## src/rtl/matrix_bus_sniffer.sv

```systemverilog
// matrix_bus_sniffer
// Passive receiver for the bicolor 8x8 LED matrix serial bus. It oversamples
// the bus in the clk domain and deserialises 8-bit row words, first bit in
// bit 7. Each word is tagged with a colour (from the column enables) and a row
// (from an internal row pointer) and stored in a 2x8x8 frame mirror. Malformed
// words are counted.
//
// Ports
//   clk, rst_n                  system clock, async active-low reset
//   ser_data, ser_clk           serial data and shift clock (async to clk)
//   ser_latch                   storage latch strobe (async to clk)
//   col_red_n, col_green_n      active-low column enables (async to clk)
//   word_valid                  1-cycle pulse per accepted word
//   word_data/word_row/word_color  last accepted word, held until next accept
//   frame_done                  pulses with word_valid on a row-7 green word
//   rd_color, rd_row, rd_data   mirror read port, 1-cycle latency, write-through
//   err_count                   saturating count of rejected words
//
// State     | meaning
// ST_IDLE   | no word in progress, bit count is 0
// ST_SHIFT  | bits are being accumulated, waiting for the latch strobe
module matrix_bus_sniffer #(
  parameter int IDLE_TIMEOUT = 4096,
  parameter int ERR_W        = 8
) (
  input  logic             clk,
  input  logic             rst_n,
  input  logic             ser_data,
  input  logic             ser_clk,
  input  logic             ser_latch,
  input  logic             col_red_n,
  input  logic             col_green_n,
  output logic             word_valid,
  output logic [7:0]       word_data,
  output logic [2:0]       word_row,
  output logic             word_color,
  output logic             frame_done,
  input  logic             rd_color,
  input  logic [2:0]       rd_row,
  output logic [7:0]       rd_data,
  output logic [ERR_W-1:0] err_count
);

  localparam int TMR_W = $clog2(IDLE_TIMEOUT + 1);
  localparam logic [TMR_W-1:0] TMR_LAST = TMR_W'(IDLE_TIMEOUT - 1);

  typedef enum logic {ST_IDLE, ST_SHIFT} state_t;

  state_t           state_q, state_d;
  logic [1:0]       data_sync, red_sync, green_sync;
  logic [2:0]       sclk_sync, latch_sync;
  logic [7:0]       shift_q, shift_nx;
  logic [3:0]       cnt_q, cnt_nx;
  logic [2:0]       row_q;
  logic [TMR_W-1:0] timer_q;
  logic [7:0]       mirror [16];

  logic clk_edge, latch_edge, red_s, green_s;
  logic accept, reject, timer_tc, timeout, err_inc;
  logic [3:0] wr_addr, rd_addr;

  assign clk_edge   = sclk_sync[1] & ~sclk_sync[2];
  assign latch_edge = latch_sync[1] & ~latch_sync[2];
  assign red_s      = red_sync[1];
  assign green_s    = green_sync[1];
  // Colour bit is 1 for green, i.e. when the red enable is inactive (high).
  assign wr_addr    = {red_s, row_q};
  assign rd_addr    = {rd_color, rd_row};

  always_ff @(posedge clk or negedge rst_n) begin
    if (!rst_n) begin
      data_sync  <= '0;
      red_sync   <= '0;
      green_sync <= '0;
      sclk_sync  <= '0;
      latch_sync <= '0;
    end else begin
      data_sync  <= {data_sync[0], ser_data};
      red_sync   <= {red_sync[0], col_red_n};
      green_sync <= {green_sync[0], col_green_n};
      sclk_sync  <= {sclk_sync[1:0], ser_clk};
      latch_sync <= {latch_sync[1:0], ser_latch};
    end
  end

  // The latch judges the post-shift register so a shift edge landing in the
  // same cycle as the latch edge still contributes its bit.
  always_comb begin
    state_d  = state_q;
    shift_nx = clk_edge ? {shift_q[6:0], data_sync[1]} : shift_q;
    cnt_nx   = cnt_q;
    if (clk_edge && cnt_q != 4'd15) cnt_nx = cnt_q + 4'd1;
    accept   = latch_edge && (cnt_nx == 4'd8) && (red_s ^ green_s);
    reject   = latch_edge && !accept;
    timer_tc = (timer_q == TMR_LAST);
    timeout  = timer_tc && !clk_edge && !latch_edge;
    err_inc  = reject || (timeout && cnt_q != 4'd0);
    case (state_q)
      ST_IDLE: begin
        if (latch_edge)    state_d = ST_IDLE;
        else if (clk_edge) state_d = ST_SHIFT;
      end
      ST_SHIFT: begin
        if (latch_edge || timeout) state_d = ST_IDLE;
      end
      default: state_d = ST_IDLE;
    endcase
  end

  always_ff @(posedge clk or negedge rst_n) begin
    if (!rst_n) begin
      state_q    <= ST_IDLE;
      shift_q    <= '0;
      cnt_q      <= '0;
      row_q      <= '0;
      timer_q    <= '0;
      err_count  <= '0;
      word_valid <= 1'b0;
      word_data  <= '0;
      word_row   <= '0;
      word_color <= 1'b0;
      frame_done <= 1'b0;
      rd_data    <= '0;
      for (int i = 0; i < 16; i++) mirror[i] <= '0;
    end else begin
      state_q <= state_d;
      shift_q <= shift_nx;

      if (latch_edge || timeout) cnt_q <= '0;
      else                       cnt_q <= cnt_nx;

      if (clk_edge || timer_tc) timer_q <= '0;
      else                      timer_q <= timer_q + TMR_W'(1);

      if (timeout)              row_q <= '0;
      else if (accept && red_s) row_q <= row_q + 3'd1;

      if (err_inc && err_count != '1) err_count <= err_count + ERR_W'(1);

      word_valid <= accept;
      frame_done <= accept && red_s && (row_q == 3'd7);
      if (accept) begin
        word_data       <= shift_nx;
        word_row        <= row_q;
        word_color      <= red_s;
        mirror[wr_addr] <= shift_nx;
      end

      if (accept && wr_addr == rd_addr) rd_data <= shift_nx;
      else                              rd_data <= mirror[rd_addr];
    end
  end

endmodule

```

## config.mk

```make
export PLATFORM = sky130hd
export DESIGN_NAME = matrix_bus_sniffer
export DESIGN_NICKNAME = d
export VERILOG_FILES = /design/src/rtl/matrix_bus_sniffer.sv
export SDC_FILE = /design/constraint.sdc
export NUM_CORES = 1
export LEC_CHECK = 0
export ABC_AREA = 0
export BUFFER_PORTS_ARGS = -buffer_cell sky130_fd_sc_hd__buf_2
export CAP_MARGIN = 10
export CORE_MARGIN = 4
export CORE_UTILIZATION = 57
export CTS_CLUSTER_SIZE = 10
export DETAILED_ROUTE_END_ITERATION = 10
export PLACE_DENSITY = 0.82
export SKIP_CTS_REPAIR_TIMING = 1
export SLEW_MARGIN = 10
export SYNTH_ARGS = -nofsm -noshare
export SYNTH_HDL_FRONTEND = slang
export SYNTH_SLANG_ARGS = --single-unit
export TNS_END_PERCENT = 1
```

## constraint.sdc

```tcl
create_clock -name clk -period 2.96 [get_ports clk]
set_input_delay 0.592 -clock clk [delete_from_list [all_inputs] [get_ports clk]]
set_output_delay 0.592 -clock clk [all_outputs]
set_load 0.02 [all_outputs]
```

==> results.ini, run 1 <==
[place]
port_buffers = 40
dpl_cell_area_um2 = 9470
hpwl_um = 12400
place_congestion = 0.794
place_inst = 835

[global_route]
grt.met1_usage_pct = 29.7
overflow = 0
global_route.usage.total_pct = 21.6
grt_pass1_vias = 5455
met3_usage_pct = 4.42
antenna_found_initial = 0
met2_usage_pct = 35.9
grt-busiest-layer = met2
grt_first_pass_wirelength_um = 29700
grt_max_degree = 71

[final_layout]
n_antenna_cell = 0
layout.nets = 664
drive_gt1_share_pct = 45.1
synthToLayoutAreaGrowth_pct = 12.4
fill_cells = 1052
multi_input_area_um2 = 3860
regArea_um2 = 4950
fin_cells = 868
final_area_um2 = 10100

[critical_path]
worst-setup-path-type = reg2reg
path_max_fanout = 18
required_ns = 3.28
worst_setup_path_end_kind = register
critPathArrivalTime_ns = 3.11
crit_chain = ha_1 > nor3b_1 > o211ai_1 > a22o_4 > nor4_4 > mux2_2
start_kind = register
slowest_delay_ns = 0.58
timing.critical_path.slowest_stage_cell = nor4_4

[die]
core_um2 = 15300
ios = 41
placementRows = 45
dieArea_um2 = 17800
die_x_um = 133
start_util_pct = 58.5
fp.dieH_um = 133

[timing]
tightest_slew_ns = 0.712
hold_viol = 0
fin_setup_tns_ns = 0
fin_crit_sh_pct = 94.3
slew_headroom_pct = 52.4
max_freq_ghz = 0.358
setup_violations = 0
post-route-min-period_ns = 2.79
fin_skew_ns = 0.00932
maxSlewViolCount = 0
rsz0062_at_grt = false

[status]
status = complete, no violations

[route]
antenna_left = 0
vias = 5084
drc_errors = 0
drt_iter0_markers = 336
dr.pass1.iters = 4
routed_wl_um = 17900
wl_per_cell_um = 20.6
via_per_inst = 5.86

[clock_tree]
cts.root.buffer_cell = clkbuf_16
h-tree-depth = 4
clk_latency_ns = 0.44
clkSlewWorstSetupHoldPaths_ns = 0.07
cts.sinks = 198
cts.path.max_buffers = 2
cts_tree = done
cts_made_buffers = 17

[logic_synthesis]
syn_nets = 619
synth_area_per_cell_um2 = 15.0
synthArstFlopShare_pct = 100
synth_common_cells = dfrtp_1 (198), mux2_2 (146), nand2_1 (42)
ys_types = 44
ys_ff_latch = 198
synth_area_leader_cell = dfrtp_1
syn_area_um2 = 8960
ys_warn_count = 0
ys_seq_area_share_pct = 55.3
syn_inst = 599
yosys.area.top_type_share_pct = 55.3
synth-edff-count = 0
synth_ff_type = dfrtp_1
yosys.cell_count.top_type = dfrtp_1
synthTopCellsByArea = dfrtp_1 (55%), mux2_2 (18%), mux4_2 (10%)

[power]
power_density_nw_per_um2 = 573
vdd_drop_max_mv = 0.458
power_leakage_nw = 4.96

[job]
cap_violations = 0

[worst_hold_path]
hp-class = in2async

==> placed cells by master, fill, tap and decap left out, drive strengths merged, types with 2 or more instances in the layout <==
cell      count
a21oi         8
a31o          2
and3          7
and4          2
buf          55
bufinv        2
clkbuf       18
clkinv        3
clkinvlp      2
dfrtp       198
ha            9
inv          15
mux2        150
mux4         40
nand2        42
nand2b        7
nand3        11
nand4         6
nor2         17
nor2b         2
nor3         15
nor4          4
o211ai        2
o21ai         2
or3           2
xnor2         8
xor2         13
==> worst paths after layout <==
path,startpoint,end,slack [ns],depth (start not counted)
setup / recovery,cnt_q[0],mirror[116],0.17,6
hold / removal,rst_n,err_count[7],0.15,1
setup reg to reg,cnt_q[0],mirror[116],0.17,6
hold reg to reg,green_sync[0],green_sync[1],0.36,0
max in group asynchronous,rst_n,mirror[126],2.06,2
min in group clk,col_green_n,green_sync[0],0.26,1
==> layout make-up <==
type	count	area share, %
Inverter	7	0.261
Sequential cell	198	49.2
Timing Repair Buffer	56	3.76
Multi-Input combinational cell	364	38.3
Clock buffer	17	4.22
Tap cell	211	2.62
Clock inverter	15	1.63
==> per-layer routing <==
metal	share of wire [%]	wire, um
met5	0	0
met4	1.0	186
met3	3.9	696
met2	52	9260
met1	43	7710
==> through the flow <==
step | worst slack [ns] | hold slack [ns] | utilization [%] | power [mW]
after global routing | 0.0465 | 0.185 | 65.8 | 6.02
after floorplan | 0.416 | 0.296 | - | 3.26
final | 0.169 | 0.153 | 65.8 | 5.77
after detailed placement | 0.0108 | 0.336 | 61.8 | 3.51
after global placement | 0.225 | 0.335 | 61.8 | 3.46
after CTS | 0.00489 | 0.171 | 65.7 | 5.81
==> state kept, by name, indices dropped and copies added (netlist names) <==
signal and flops:
word_color 1, word_data 8, red_sync 2, timer_q 13
mirror 128, word_valid 1, cnt_q 4, green_sync 2
row_q 3, rd_data 8, frame_done 1, shift_q 8
sclk_sync 3, word_row 3, data_sync 2, err_count 8
latch_sync 3
==> report_power, final <==
group	leakage, nW	internal, mW	switching, mW
sequential	2.72	2.80	0.104
clock	0.286	1.26	1.05
combinational	1.96	0.170	0.380
==> critical path, delay by kind of cell (launching register included) <==
kind	cells	cell delay, ns
simple gates	2	0.85
compound gates	2	0.64
flops	1	0.45
mux	1	0.41
fa+ha+maj	1	0.32
==> cell families (layout without fill, tap and decap cells) <==
kind of cell    count (synthesis)  after routing  share of synthesized area (%)
buf+inv                        37             95                           1.83
simple gates                  121            121                           8.89
fa+ha+maj                       9              9                           1.26
flops                         198            198                           55.3
xor+xnor                       21             21                           2.05
mux                           191            191                           29.0
compound gates                 22             22                           1.66
Power figures use the tool's default switching activity.
==> run 2: changes to the inputs <==
Settings changed: CORE_MARGIN 4 to 8.
==> run 2 against run 1 <==
  * Routed wire length is 2.5% higher
  * Hold slack better by 0.020 ns
  * Clock skew is 0.0026 ns lower
  * Fmax is 4.3% higher
  * Global-route usage is 1.6 points lower
  * Critical path type unchanged
  * Largest cell class unchanged
  * Largest power group unchanged
==> results.ini, run 2 (synthesis results as in run 1) <==
[clock_tree]
clkSlewWorstSetupHoldPaths_ns = 0.07  ; about the same
h-tree-depth = 4  ; unchanged
cts.sinks = 198  ; unchanged
cts_tree = done
cts_made_buffers = 17  ; unchanged
clk_latency_ns = 0.43  ; about the same
cts.path.max_buffers = 2  ; unchanged
cts.root.buffer_cell = clkbuf_16

[route]
dr.pass1.iters = 4  ; unchanged
routed_wl_um = 18300  ; +2.5%
drt_iter0_markers = 342  ; +1.8%
wl_per_cell_um = 21.0  ; +2.3%
via_per_inst = 5.87  ; +0.14%
vias = 5103  ; +0.37%
antenna_left = 0  ; unchanged
drc_errors = 0  ; unchanged

[final_layout]
final_util_pct = 64.4  ; -1.3 points
drive_gt1_share_pct = 44.8  ; -0.25 points
largest_reg_flops = 128  ; unchanged
most-common-layout-cells = dfrtp_1 (198), mux2_2 (146), nand2_1 (42)
synthToLayoutAreaGrowth_pct = 12.1
regArea_um2 = 4950  ; unchanged
fill_cells = 1097  ; +4.3%
layout.nets = 663  ; -0.15%
regMostFlops = mirror
layout_commonest_cell = dfrtp_1
multi_input_area_um2 = 3860  ; unchanged
fin_cells = 870  ; +0.23%
n_antenna_cell = 0  ; unchanged
reg_top3 = mirror: 128 flops, timer_q: 13 flops
final_area_um2 = 10000  ; -0.22%

[place]
place_congestion = 0.801  ; +0.78%
dp_worst_setup_slack_ns = 0.110  ; +0.0991 ns
dpl_cell_area_um2 = 9470  ; about the same
port_buffers = 40  ; unchanged
place_inst = 840  ; +0.60%
hpwl_um = 12300  ; -1.1%

[global_route]
grt.met1_usage_pct = 25.3  ; -4.4 points
overflow = 0  ; unchanged
global_route.usage.total_pct = 20.0  ; -1.6 points
grt-busiest-layer = met2
grt_max_degree = 74  ; +4.2%
met2_usage_pct = 34.1  ; -1.8 points
grt_first_pass_wirelength_um = 31000  ; +4.2%
met3_usage_pct = 3.60  ; -0.82 points
antenna_found_initial = 0  ; unchanged
grt_pass1_vias = 5693  ; +4.4%

[die]
dieArea_um2 = 20000  ; +12%
core_um2 = 15600  ; +1.8%
ios = 41  ; unchanged
start_util_pct = 57.5  ; -1.1 points
placementRows = 46  ; +2.2%
die_x_um = 141  ; +6.0%
fp.dieH_um = 141  ; +6.0%

[power]
vdd_drop_max_mv = 0.481  ; +5.1%
power_leakage_nw = 4.95  ; -0.25%
power_density_nw_per_um2 = 563  ; -1.7%

[timing]
post-route-min-period_ns = 2.68  ; -0.114 ns
hold_viol = 0  ; unchanged
slew_headroom_pct = 50.3  ; -2.1 points
fin_setup_tns_ns = 0  ; unchanged
rsz0062_at_grt = false
tightest_slew_ns = 0.744  ; +0.0313 ns
fin_skew_ns = 0.00669  ; -0.00263 ns
max_freq_ghz = 0.374  ; +4.3%
fin_crit_sh_pct = 90.4  ; -3.9 points
maxSlewViolCount = 0  ; unchanged
setup_slack_ns = 0.283  ; +0.114 ns
setup_violations = 0  ; unchanged

[critical_path]
path_max_fanout = 18  ; unchanged
regToRegSetupSlack_ns = 0.28  ; +0.11 ns
cp_top_family = simple AND/OR/NAND/NOR gates
worst-path-buf-inv = 1  ; +1
required_ns = 3.27  ; about the same
start_kind = register
critPathArrivalTime_ns = 2.98  ; -0.13 ns
slowest_delay_ns = 0.49  ; -0.09 ns
worst-setup-path-type = reg2reg
crit_chain = inv_1 > ha_1 > nand4b_1 > a22o_4 > nor3_4 > mux2_2
worst_setup_path_end_kind = register
timing.critical_path.slowest_stage_cell = a22o_4

[status]
status = complete, no violations

[job]
cap_violations = 0  ; unchanged

[worst_hold_path]
hp-class = in2async

run 2: changes by cell type in the layout (fill, tap and decap cells not counted):
cell       previous run  this run
clkinv_2              2         4
bufinv_16             2         1
inv_6                 8         0
buf_4                12        11
clkbuf_8              1         6
run 2: final cells by class:
cell class                 count  share of cell area, %
clock buffer                  22                   4.92
clock inverter                 8                  0.735
inverter                       7                  0.261
multi-input combinational    364                   38.4
sequential                   198                   49.3
tap                          216                   2.69
timing repair buffer          55                   3.70
run 2: per-stage QoR:
stage	hold WS, ns	total power, mW
after floorplan	0.296	3.26
after global placement	0.334	3.46
after detailed placement	0.342	3.50
after CTS	0.182	5.70
after global routing	0.219	5.88
final	0.172	5.66
run 2: worst paths after layout:
path,cells past startpoint,start,to
min in group clk,1,ser_clk,sclk_sync[0]
worst min-delay path,1,rst_n,timer_q[4]
worst max register to register,6,cnt_q[0],mirror[56]
max in group asynchronous,2,rst_n,mirror[36]
worst min register to register,0,data_sync[0],data_sync[1]
worst max-delay path,6,cnt_q[0],mirror[56]
run 2: power breakdown:
group | internal, mW | total [mW] | leakage (nW) | switching, mW
combinational | 0.164 | 0.547 | 1.96 | 0.383
clock | 1.26 | 2.21 | 0.280 | 0.948
sequential | 2.80 | 2.91 | 2.72 | 0.104
total | 4.22 | 5.66 | 4.95 | 1.44
run 2: routing by layer:
metal	part of all wire, %	wire length [um]
met1	43	7900
met2	52	9530
met3	2.8	507
met4	1.9	355
met5	0	0
==> run 3: changes to the inputs <==
Settings changed: CELL_PAD_IN_SITES_DETAIL_PLACEMENT set to 0, CELL_PAD_IN_SITES_GLOBAL_PLACEMENT set to 1, CORE_UTILIZATION 57 to 52, HOLD_SLACK_MARGIN set to 0.06, PLACE_DENSITY 0.82 to 0.86.
==> run 3 against run 2 <==
  * Critical path depth unchanged
  * Sequential share of layout area about the same
  * Clock power increased by 4%
==> results.ini, run 3 (synthesis results as in run 1) <==
[global_route]
grt_pass1_vias = 5462  ; -4.1%
overflow = 0  ; unchanged
grt_max_degree = 76  ; +2.7%
antenna_found_initial = 0  ; unchanged
grt_first_pass_wirelength_um = 30600  ; -1.4%
global_route.usage.total_pct = 17.8  ; -2.2 points

[timing]
tightest_slew_ns = 0.761  ; +0.0168 ns
slew_headroom_pct = 49.3  ; -1.0 points
hold_viol = 0  ; unchanged
fin_skew_ns = 0.00861  ; +0.00192 ns
rsz0062_at_grt = false
post-route-min-period_ns = 2.80  ; +0.122 ns
max_freq_ghz = 0.357  ; -4.3%
fin_crit_sh_pct = 94.5  ; +4.1 points
maxSlewViolCount = 0  ; unchanged
fin_setup_tns_ns = 0  ; unchanged
setup_violations = 0  ; unchanged

[final_layout]
fin_cells = 877  ; +0.80%
fill_cells = 1315  ; +20%
largest_reg_flops = 128  ; unchanged
regArea_um2 = 4950  ; unchanged
drive_gt1_share_pct = 44.6  ; -0.17 points
regMostFlops = mirror
reg_top3 = mirror: 128 flops, timer_q: 13 flops
layout.nets = 659  ; -0.60%
final_area_um2 = 10100  ; about the same
most-common-layout-cells = dfrtp_1 (198), mux2_2 (146), nand2_1 (42)
synthToLayoutAreaGrowth_pct = 12.2  ; about the same
n_antenna_cell = 0  ; unchanged
layout_commonest_cell = dfrtp_1
multi_input_area_um2 = 3860  ; unchanged

[die]
fp.dieH_um = 147  ; +4.2%
placementRows = 48  ; +4.3%
die_x_um = 147  ; +4.2%
ios = 41  ; unchanged
dieArea_um2 = 21700  ; +8.5%
core_um2 = 17100  ; +9.4%
start_util_pct = 52.5  ; -4.9 points

[route]
antenna_left = 0  ; unchanged
wl_per_cell_um = 20.6  ; -1.9%
drc_errors = 0  ; unchanged
via_per_inst = 5.76  ; -1.7%
dr.pass1.iters = 4  ; unchanged
drt_iter0_markers = 352  ; +2.9%
routed_wl_um = 18100  ; -1.1%
vias = 5055  ; -0.94%

[power]
vdd_drop_max_mv = 0.483  ; +0.46%
power_mw = 5.74  ; +1.5%
power_leakage_nw = 4.94  ; -0.30%
power_density_nw_per_um2 = 571  ; +1.4%

[clock_tree]
clk_latency_ns = 0.44  ; about the same
h-tree-depth = 4  ; unchanged
cts.path.max_buffers = 2  ; unchanged
cts_tree = done
clkSlewWorstSetupHoldPaths_ns = 0.07  ; about the same
cts.sinks = 198  ; unchanged
cts.root.buffer_cell = clkbuf_16
cts_made_buffers = 17  ; unchanged

[critical_path]
worst-setup-path-type = reg2reg
reg2reg_from = cnt_q[0]
worst_setup_path_end_kind = register
cp-startpoint = cnt_q[0]
required_ns = 3.28  ; about the same
path_max_fanout = 18  ; unchanged
critPathArrivalTime_ns = 3.12  ; +0.14 ns
start_kind = register

[place]
port_buffers = 40  ; unchanged
place_congestion = 0.787  ; -1.7%
dpl_cell_area_um2 = 9450  ; -0.28%
hpwl_um = 12200  ; -0.70%
place_inst = 844  ; +0.48%

[status]
status = complete, no violations

[worst_hold_path]
hp-class = in2async

[job]
cap_violations = 0  ; unchanged

-- run 3: area by class of cell --
type | instances | area share (%)
sequential | 198 | 49.3
clock buffer | 17 | 4.23
multi-input combinational | 364 | 38.4
clock inverter | 15 | 1.57
tap | 225 | 2.80
timing repair buffer | 51 | 3.52
inverter | 7 | 0.261
-- run 3: per-layer routing --
metal	vias to the layer above	GRT usage [%]	routed length, um
li1	2266	-	-
met1	2680	24.6	8260
met2	90	28.1	8930
met3	19	3.17	670
met4	0	5.92	236
met5	-	0	0
-- run 3: critical path: stages, from the launching register on --
cell      delay, ns
dfrtp_1        0.43
inv_1          0.10
ha_1           0.32
nand4b_1       0.27
a22o_4         0.48
nor4_4         0.65
mux2_2         0.42
-- run 3: where the power goes --
group | internal [mW] | switching, mW | total [mW]
sequential | 2.80 | 0.102 | 2.90
combinational | 0.165 | 0.373 | 0.538
clock | 1.20 | 1.10 | 2.30
total | 4.16 | 1.58 | 5.74
-- run 3: through the flow --
step	setup WS (ns)	utilization, %	hold WS (ns)
after floorplan	0.416	-	0.296
after global placement	0.102	55.4	0.338
after detailed placement	0.0315	55.4	0.340
after CTS	-0.00402	58.8	0.189
after global routing	0.0458	59.0	0.205
final	0.161	59.0	0.166
-- run 3: final timing paths --
| check | endpoint | slack, ns | cells past startpoint |
|---|---|---|---|
| worst max-delay path | mirror[96] | 0.16 | 6 |
| min in group clk | data_sync[0] | 0.26 | 1 |
| worst max register to register | mirror[96] | 0.16 | 6 |
| worst min-delay path | err_count[2] | 0.17 | 1 |
| worst min register to register | red_sync[1] | 0.36 | 0 |
| max in group asynchronous | rd_data[3] | 2.02 | 2 |
